$ cat config.mk
export PLATFORM = sky130hd
export DESIGN_NAME = mem_ctrl_arb
export DESIGN_NICKNAME = d
export VERILOG_FILES = /design/src/rtl/mem_ctrl_arb_pkg.sv /design/src/rtl/mem_ctrl_arb_rr_arbiter.sv /design/src/rtl/mem_ctrl_arb.sv
export SDC_FILE = /design/constraint.sdc
export NUM_CORES = 2
export LEC_CHECK = 0
export BUFFER_PORTS_ARGS = -buffer_cell sky130_fd_sc_hd__buf_2
export CAP_MARGIN = 20
export CORE_UTILIZATION = 45
export CTS_CLUSTER_SIZE = 8
export DETAILED_ROUTE_END_ITERATION = 16
export PLACE_DENSITY = 0.63
export SKIP_CTS_REPAIR_TIMING = 1
export SLEW_MARGIN = 20
export SYNTH_ARGS = -nofsm -noshare
export SYNTH_HDL_FRONTEND = slang
export SYNTH_HIERARCHICAL = 1
export SYNTH_SLANG_ARGS = --single-unit
$ cat constraint.sdc
create_clock -name clk -period 5.7 [get_ports clk]
set_clock_uncertainty 0.05 [all_clocks]
set_input_delay 0.57 -clock clk [delete_from_list [all_inputs] [get_ports clk]]
set_output_delay 0.57 -clock clk [all_outputs]
set_load 0.03 [all_outputs]
$ cat src/rtl/mem_ctrl_arb_pkg.sv
// Shared types and helpers for the multi-channel memory controller.
package mem_ctrl_arb_pkg;

  typedef enum logic [1:0] {
    StIdle   = 2'd0,
    StAccess = 2'd1,
    StResp   = 2'd2
  } state_e;

  localparam int unsigned WaitCntW = 4;

  // Index width that stays at least one bit wide for single-entry ranges.
  function automatic int unsigned idx_width(input int unsigned n);
    return (n > 1) ? $clog2(n) : 1;
  endfunction

endpackage

$ cat src/rtl/mem_ctrl_arb_rr_arbiter.sv
// Combinational round-robin pick: first requester at or after ptr, wrapping.
module mem_ctrl_arb_rr_arbiter #(
  parameter int unsigned NUM_CH = 2,
  parameter int unsigned IDX_W  = 1
) (
  input  logic [NUM_CH-1:0] req,
  input  logic [IDX_W-1:0]  ptr,
  output logic [NUM_CH-1:0] gnt,
  output logic [IDX_W-1:0]  gnt_idx,
  output logic              gnt_valid
);

  logic [2*NUM_CH-1:0] req_dbl;
  logic [NUM_CH-1:0]   req_rot;
  int unsigned         sel;

  // Rotate so that the channel at ptr lands on bit 0.
  assign req_dbl = {req, req} >> ptr;
  assign req_rot = req_dbl[NUM_CH-1:0];

  always_comb begin
    sel       = 0;
    gnt_valid = 1'b0;
    for (int unsigned i = 0; i < NUM_CH; i++) begin
      if (!gnt_valid && req_rot[i]) begin
        gnt_valid = 1'b1;
        sel       = i;
      end
    end
    gnt_idx = IDX_W'((32'(ptr) + sel) % NUM_CH);
    gnt     = gnt_valid ? (NUM_CH'(1) << gnt_idx) : '0;
  end

endmodule

$ cat src/rtl/mem_ctrl_arb.sv
// Single-port RAM shared by NUM_CH requesters through a round-robin arbiter,
// with configurable access latency and out-of-range error reporting.
module mem_ctrl_arb
  import mem_ctrl_arb_pkg::*;
#(
  parameter int unsigned DATA_W      = 8,
  parameter int unsigned ADDR_W      = 8,
  parameter int unsigned DEPTH       = 256,
  parameter int unsigned NUM_CH      = 2,
  parameter int unsigned WAIT_STATES = 1
) (
  input  logic                     clk,
  input  logic                     reset,
  input  logic [NUM_CH-1:0]        ch_req,
  input  logic [NUM_CH-1:0]        ch_we,
  input  logic [NUM_CH*ADDR_W-1:0] ch_addr,
  input  logic [NUM_CH*DATA_W-1:0] ch_wdata,
  output logic [NUM_CH-1:0]        ch_ready,
  output logic [DATA_W-1:0]        rdata,
  output logic                     err,
  output logic                     busy
);

  localparam int unsigned          IdxW    = idx_width(NUM_CH);
  localparam int unsigned          RamAw   = idx_width(DEPTH);
  localparam logic [WaitCntW-1:0]  LastCnt = WaitCntW'(WAIT_STATES);
  localparam logic [IdxW-1:0]      LastCh  = IdxW'(NUM_CH - 1);

  logic [ADDR_W-1:0] addr_arr  [NUM_CH];
  logic [DATA_W-1:0] wdata_arr [NUM_CH];

  for (genvar g = 0; g < NUM_CH; g++) begin : g_unpack
    assign addr_arr[g]  = ch_addr[g*ADDR_W +: ADDR_W];
    assign wdata_arr[g] = ch_wdata[g*DATA_W +: DATA_W];
  end

  logic [NUM_CH-1:0] gnt;
  logic [IdxW-1:0]   gnt_idx;
  logic              gnt_valid;
  logic              acc_we;

  state_e              state_q;
  logic [WaitCntW-1:0] cnt_q;
  logic [IdxW-1:0]     ptr_q;
  logic [IdxW-1:0]     sel_q;
  logic                we_q;
  logic [ADDR_W-1:0]   addr_q;
  logic [DATA_W-1:0]   wdata_q;
  logic                oor_q;
  logic [NUM_CH-1:0]   ch_ready_q;
  logic [DATA_W-1:0]   rdata_q;
  logic                err_q;
  logic                busy_q;

  logic [DATA_W-1:0] mem [DEPTH];
  logic              in_range;
  logic              last_access;
  logic [RamAw-1:0]  ram_idx;

  mem_ctrl_arb_rr_arbiter #(
    .NUM_CH (NUM_CH),
    .IDX_W  (IdxW)
  ) u_rr_arbiter (
    .req       (ch_req),
    .ptr       (ptr_q),
    .gnt       (gnt),
    .gnt_idx   (gnt_idx),
    .gnt_valid (gnt_valid)
  );

  assign acc_we      = |(ch_we & gnt);
  assign in_range    = (32'(addr_q) < DEPTH);
  assign ram_idx     = addr_q[RamAw-1:0];
  assign last_access = (state_q == StAccess) && (cnt_q == LastCnt);

  // Contents survive reset; an aborted transaction never reaches its commit edge.
  always_ff @(posedge clk) begin
    if (last_access && we_q && in_range) begin
      mem[ram_idx] <= wdata_q;
    end
  end

  always_ff @(posedge clk or negedge reset) begin
    if (!reset) begin
      state_q    <= StIdle;
      cnt_q      <= '0;
      ptr_q      <= '0;
      sel_q      <= '0;
      we_q       <= 1'b0;
      addr_q     <= '0;
      wdata_q    <= '0;
      oor_q      <= 1'b0;
      ch_ready_q <= '0;
      rdata_q    <= '0;
      err_q      <= 1'b0;
      busy_q     <= 1'b0;
    end else begin
      ch_ready_q <= '0;
      err_q      <= 1'b0;
      unique case (state_q)
        StIdle: begin
          if (gnt_valid) begin
            sel_q   <= gnt_idx;
            we_q    <= acc_we;
            addr_q  <= addr_arr[gnt_idx];
            wdata_q <= wdata_arr[gnt_idx];
            cnt_q   <= '0;
            oor_q   <= 1'b0;
            busy_q  <= 1'b1;
            state_q <= StAccess;
          end
        end
        StAccess: begin
          if (cnt_q == LastCnt) begin
            oor_q <= !in_range;
            if (!we_q) begin
              rdata_q <= in_range ? mem[ram_idx] : '0;
            end
            state_q <= StResp;
          end else begin
            cnt_q <= cnt_q + WaitCntW'(1);
          end
        end
        StResp: begin
          ch_ready_q <= NUM_CH'(1) << sel_q;
          err_q      <= oor_q;
          ptr_q      <= (sel_q == LastCh) ? '0 : sel_q + IdxW'(1);
          busy_q     <= 1'b0;
          state_q    <= StIdle;
        end
        default: state_q <= StIdle;
      endcase
    end
  end

  assign ch_ready = ch_ready_q;
  assign rdata    = rdata_q;
  assign err      = err_q;
  assign busy     = busy_q;

endmodule

Yosys cells after proc, flatten, opt, wreduce, memory -nomap -nowiden
Memories as Yosys holds them, arrays and structs flattened. A register that Yosys moved wholly into a read port is not among the register bits. Cells that the tools add are included.

Memory bits (writable): 2048. Register bits after elaboration: 30. Logic and storage cells: 69. Bits of input ports: 38. Memories: 1.

Bitwise operators: 3. Shifts and indexed selects: 3. $add $sub $neg: 3. Reduce and logical (&&, ||, !) cells: 15. Equal/unequal tests: 6. $lt $le $gt $ge: 1. Mux-type cells: 26.

Memories: mem (depth 256, width 8, rd ports 1, clocked after Yosys merged registers in 1, write ports 1, RTL line mem_ctrl_arb.sv:55) `logic [DATA_W-1:0] mem [DEPTH];`.

Operators with widths (number): $mux 8 (6); $mux 1 (10); $reduce_and 3->1 (3); $mux 2 (4); $mux 4 (2); $pmux 4 s2 (1); $reduce_and 2->1 (3); $add 4x1->4 const B (1); $eq 4x1->1 const B (1); $ne 2x2->1 const B (2); $pmux 1 s2 (2); $pmux 2 s2 (1); $reduce_bool 2->1 (2); $shl 1x1->2 const A (2); $shr 4x1->2 (1); $logic_and 1x1->1 (3); $and 2x2->2 (1); $eq 2x1->1 const B (1); $eq 2x2->1 const B (1); $ge 2x2->1 const B (1); $logic_not 1->1 (2); $logic_not 2->1 (1); $ne 2x1->1 const B (1); $not 1->2 (1); other kinds (4) (4).

Logic depth before layout (Yosys ltp)
Depth in word-level cells: 10. Gate-level depth with buffers: 12. Gate-level depth less buffers: 9.

Hierarchy
The synthesis kept the hierarchy.

Modules (own cells, without submodules): mem_ctrl_arb (instances 1, area an instance 81062.7 µm², seq. area each 62399.8 µm², cells an instance 3894); mem_ctrl_arb_rr_arbiter (instances 1, area an instance 33.8 µm², seq. area each 0.0 µm², cells an instance 5).

Least setup slack after synthesis
No wires, ideal clock.

Path kind: reg2reg. From: register wdata_q[0]. To: memory mem[0][0], data pin. Path buffers: 0. Period minus slack after synthesis: 4.037 ns. Stages on the path, launching flop included: 1. Data arrival time: 3.183 ns. Setup slack: 1.663 ns. Path through: dfrtp_1.

RTL lines: start, declared (RTL line mem_ctrl_arb.sv:48) `logic [DATA_W-1:0] wdata_q;`; start signal, assigned (RTL line mem_ctrl_arb.sv:106) `wdata_q <= wdata_arr[gnt_idx];`; end, declared (RTL line mem_ctrl_arb.sv:55).

Straight into the memory's write port.

==> impl_summary.md <==
Clocking
The clock latency reported for the late side of the worst-skew pair is 0.94 ns. The number of buffers inserted during clock tree synthesis is 310. The maximum count of clock buffers along a single path is 4. The total number of clock tree sinks is 2084.

In this run the clock root is driven by a clkbuf_16. The clock transition at the register clock pins on the worst setup and hold paths after CTS is 0.05 ns. The clock tree from TritonCTS is done. The maximum level of the CTS H-tree is 5.

Placed design
The HPWL after detailed placement is 126000 um. Buffers placed on the I/O ports in this run total 48. The area of placed instances is 0.0840 mm^2. Before CTS, the worst setup slack after placement is 1.14 ns. At the end of routability-driven placement, the weighted congestion stood at 0.847.

Floorplanning
The die covers 0.182 mm^2. The die boundary width is 427 um. The row count is 155. The die height is 427 um.

The core region is 0.179 mm^2. For this design the top-level I/O count stands at 50. For this configuration, the core starts out at a cell density of 0.454.

Hold path
The worst min-delay path class is in2reg. The depth of the worst hold-timing path is 3. The hold path endpoint is wdata_q[6]. The start point of the worst hold path is ch_wdata[6].

Drt
For this block, the initial DRC count from the detailed router was 5698. For this run, design rule violations remaining after detail routing come to 0. The detailed router placed 41000 vias in this run. In the routed layout, each cell is associated on average with a via count of 6.25. The aggregate routed wire length is 213000 um.

In this run the remaining antenna-violating nets after routing total 0. The first TritonRoute pass finished after 6 iterations. The average wire per standard cell is 32.5 um.

Yosys
The number of synthesis warnings is 6. The biggest area contributor in the post-synthesis netlist is edfxtp_1. The number of enable-type register cells in the synthesized netlist is 2048. The number of library cell types mapped by synthesis is 65.

The number of standard cells after synthesis is 3899. After synthesis, the mean cell area works out to 20.8 um^2. For this run, the register share of the synthesized area comes to 0.769. The share of synthesized area in the top cell type comes to 0.758. The most used flip-flop cell after synthesis is edfxtp_1.

The number of nets produced by synthesis is 3939. Ranked by total cell area, the synthesized netlist is headed by edfxtp_1 76%, mux4_2 13%, mux2i_1 1.9%, nor2_1 1.4%, dfrtp_1 1.1%. The synthesized cell area is 0.0811 mm^2. For this run, asynchronously set or reset flops after synthesis account for 0.0173. The number of storage elements in the synthesis netlist is 2084.

Timing
The fraction of the cycle the final worst path needs is 0.840. Setup repair after global routing left no endpoint under its margin. Headroom to the max-slew limit came out at 0.130.

The number of pins with negative max-slew slack in the final report was 0. Summed over all failing endpoints, the final setup total negative slack is 0 ns. The maximum clock frequency is 209 MHz. The final number of hold-violating endpoints is 2. The count of final setup violators is 0.

The worst hold slack across all endpoints is -0.0278 ns. The slack of the critical path is 0.910 ns. The worst-margin pin slew is 1.31 ns.

The minimum clock period after layout is 4.79 ns.

Critical path
The worst setup path is captured at a register. The critical path buffer and inverter count is 2. The critical path's top delay family is buffers and inverters.

The worst endpoint required time is 6.39 ns. Data arrives at the worst endpoint at 5.48 ns. The worst-path cell with the longest stage delay is nor4_1. Across all register-to-register paths, the minimum setup slack is 0.91 ns. The cell with the most instances on the worst path is a31oi_1.

The depth of the worst register-to-register path is 9. The path type of the worst setup path is reg2reg. The type of origin of the critical path is a register. The critical path goes through buf_12 -> buf_4 -> mux4_2 -> mux2i_1 -> nor2_1 -> a221oi_1 -> a31oi_1 -> nor4_1 -> a31oi_1.

The startpoint identified for the worst register-to-register timing path is addr_q[1]. The end of the worst register-to-register path is rdata[0]. For this run, the slowest stage of the critical path takes 0.77 ns. The top fanout value on the critical path is 88.

Cells and area
The commonest non-fill, non-tap cell in the layout is edfxtp_1. After routing the design area is 0.0925 mm^2. Once layout is complete, the utilization of the core stands at 0.517.

The fraction of final layout cells sized beyond drive strength 1 is 0.237. The number of nets in the finished design is 4179. In the layout the commonest cells are 2048 x edfxtp_1, 468 x mux4_2, 317 x clkbuf_16.

The layout overhead on the synthesized area is 14.0%.

GRT
The global routing met3 resource utilization is 0.0523. The number of antenna violations at the first check in global routing is 4. The remaining global-route overflow is 0. After global routing, the most crowded layer is met2. The first-pass GRT wire length is 306000 um. For this run, global-route usage on met2 was measured as 0.354. The via count of the first global-routing pass came to 41400. Entering global routing, the biggest net connects 197 pins. The routing usage on met1 is 0.341. The global-route usage over all layers is 0.237.

Pwr
The power per unit of standard cell area is 525 mW/mm^2. The cell-internal power is 0.0334 W. The worst-case vdd ir drop is 456 uV.

Of the total power, the share spent switching nets is 0.312. The logic gate share of total power is 0.257. In this run the power spent charging and discharging nets is 0.0152 W. The sequential group share of total power is 0.416.

Of the total power, the clock network draws 0.327. The analysis attributes to cell leakage a power of 28.8 nW.

Status
The run finished, with violations left. The final reports fail on hold timing.

Job
The number of maximum-capacitance constraint violations is 0.
-- worst register-to-register path: cells and delay by family (launching register included) --
family                 cells  cell delay, ns
AO/OA/AOI/OAI              3            0.98
buffers and inverters      2            1.50
flip-flops                 1            0.71
multiplexers               2            0.58
AND/OR/NAND/NOR            2            0.83
-- layer usage --
| metal | part of all wire | wire length, um |
|---|---|---|
| met1 | 0.41 | 87100 |
| met2 | 0.46 | 98200 |
| met3 | 0.092 | 19700 |
| met4 | 0.038 | 8100 |
| met5 | 0.00012 | 25 |
-- cells by family after synthesis --
| kind of cell | share of synthesized area |
|---|---|
| AO/OA/AOI/OAI | 0.0266 |
| XOR/XNOR | 0.000216 |
| adder cells (fa/ha/maj) | 0.000447 |
| buffers and inverters | 0.0161 |
| flip-flops | 0.769 |
| multiplexers | 0.154 |
| other | 0.0000462 |
| AND/OR/NAND/NOR | 0.0329 |
-- power by group through the flow --
| stage | Combinational (W) | Sequential (W) | Clock, W |
|---|---|---|---|
| floorplan | 0.00728 | 0.0210 | 0 |
| global placement | 0.0122 | 0.0205 | 0 |
| detailed placement | 0.0124 | 0.0205 | 0 |
| CTS | 0.0124 | 0.0203 | 0.0161 |
| global route | 0.0131 | 0.0202 | 0.0167 |
| finish | 0.0125 | 0.0202 | 0.0159 |
-- area by class of cell --
type	instances	area (um^2)
inverter	10	38.8
clock buffer	364	8110
multi-input combinational	1571	17500
antenna	1	2.50
fill	13900	86300
clock inverter	6	58.8
timing repair buffer	162	1380
sequential	2084	62500
tap	2355	2950
-- flip-flops by register name, indices dropped and copies added (netlist names) --
register,count
busy,1
state_q,2
sel_q,1
ptr_q,1
rdata,8
addr_q,8
ch_ready,2
wdata_q,8
we_q,1
mem,2048
cnt_q,4
-- metrics by stage --
step | instances | total power [W] | hold slack [ns]
final | 6553 | 0.0486 | -0.0278
after global routing | 6552 | 0.0500 | 0.00416
after CTS | 6526 | 0.0487 | -0.322
after detailed placement | 6156 | 0.0329 | 0.386
after global placement | 6153 | 0.0328 | 0.376
after floorplan | 3899 | 0.0283 | 0.224
-- Yosys cell counts (all sizes together), types with 3 or more instances --
cell type / number
a211oi: 22
a21oi: 43
a221oi: 10
a22o: 8
a22oi: 60
a311oi: 5
a31oi: 12
a32oi: 25
and2: 6
and3: 9
buf: 143
clkbuf: 91
clkinv: 3
dfrtp: 36
edfxtp: 2048
inv: 7
mux2: 14
mux2i: 152
mux4: 479
nand2: 144
nand2b: 10
nand3: 50
nand3b: 4
nand4: 16
nor2: 297
nor2b: 33
nor3: 10
nor4: 11
o2111ai: 5
o211ai: 6
o21ai: 46
o221ai: 6
o22a: 7
o22ai: 34
o311ai: 3
o32ai: 3
or3: 5
or3b: 3
-- worst max-delay path by stage --
stage                      to  slack (ns)  startpoint  depth (start not counted)
floorplan           mem[0][0]        1.66  wdata_q[0]                          0
global placement     rdata[2]        0.52   addr_q[1]                          9
detailed placement   rdata[0]        1.14   addr_q[1]                          9
CTS                  rdata[0]        1.11   addr_q[1]                          9
global route         rdata[0]        0.96   addr_q[1]                          9
finish               rdata[0]        0.91   addr_q[1]                          9
(Power assumes the default switching activity.)
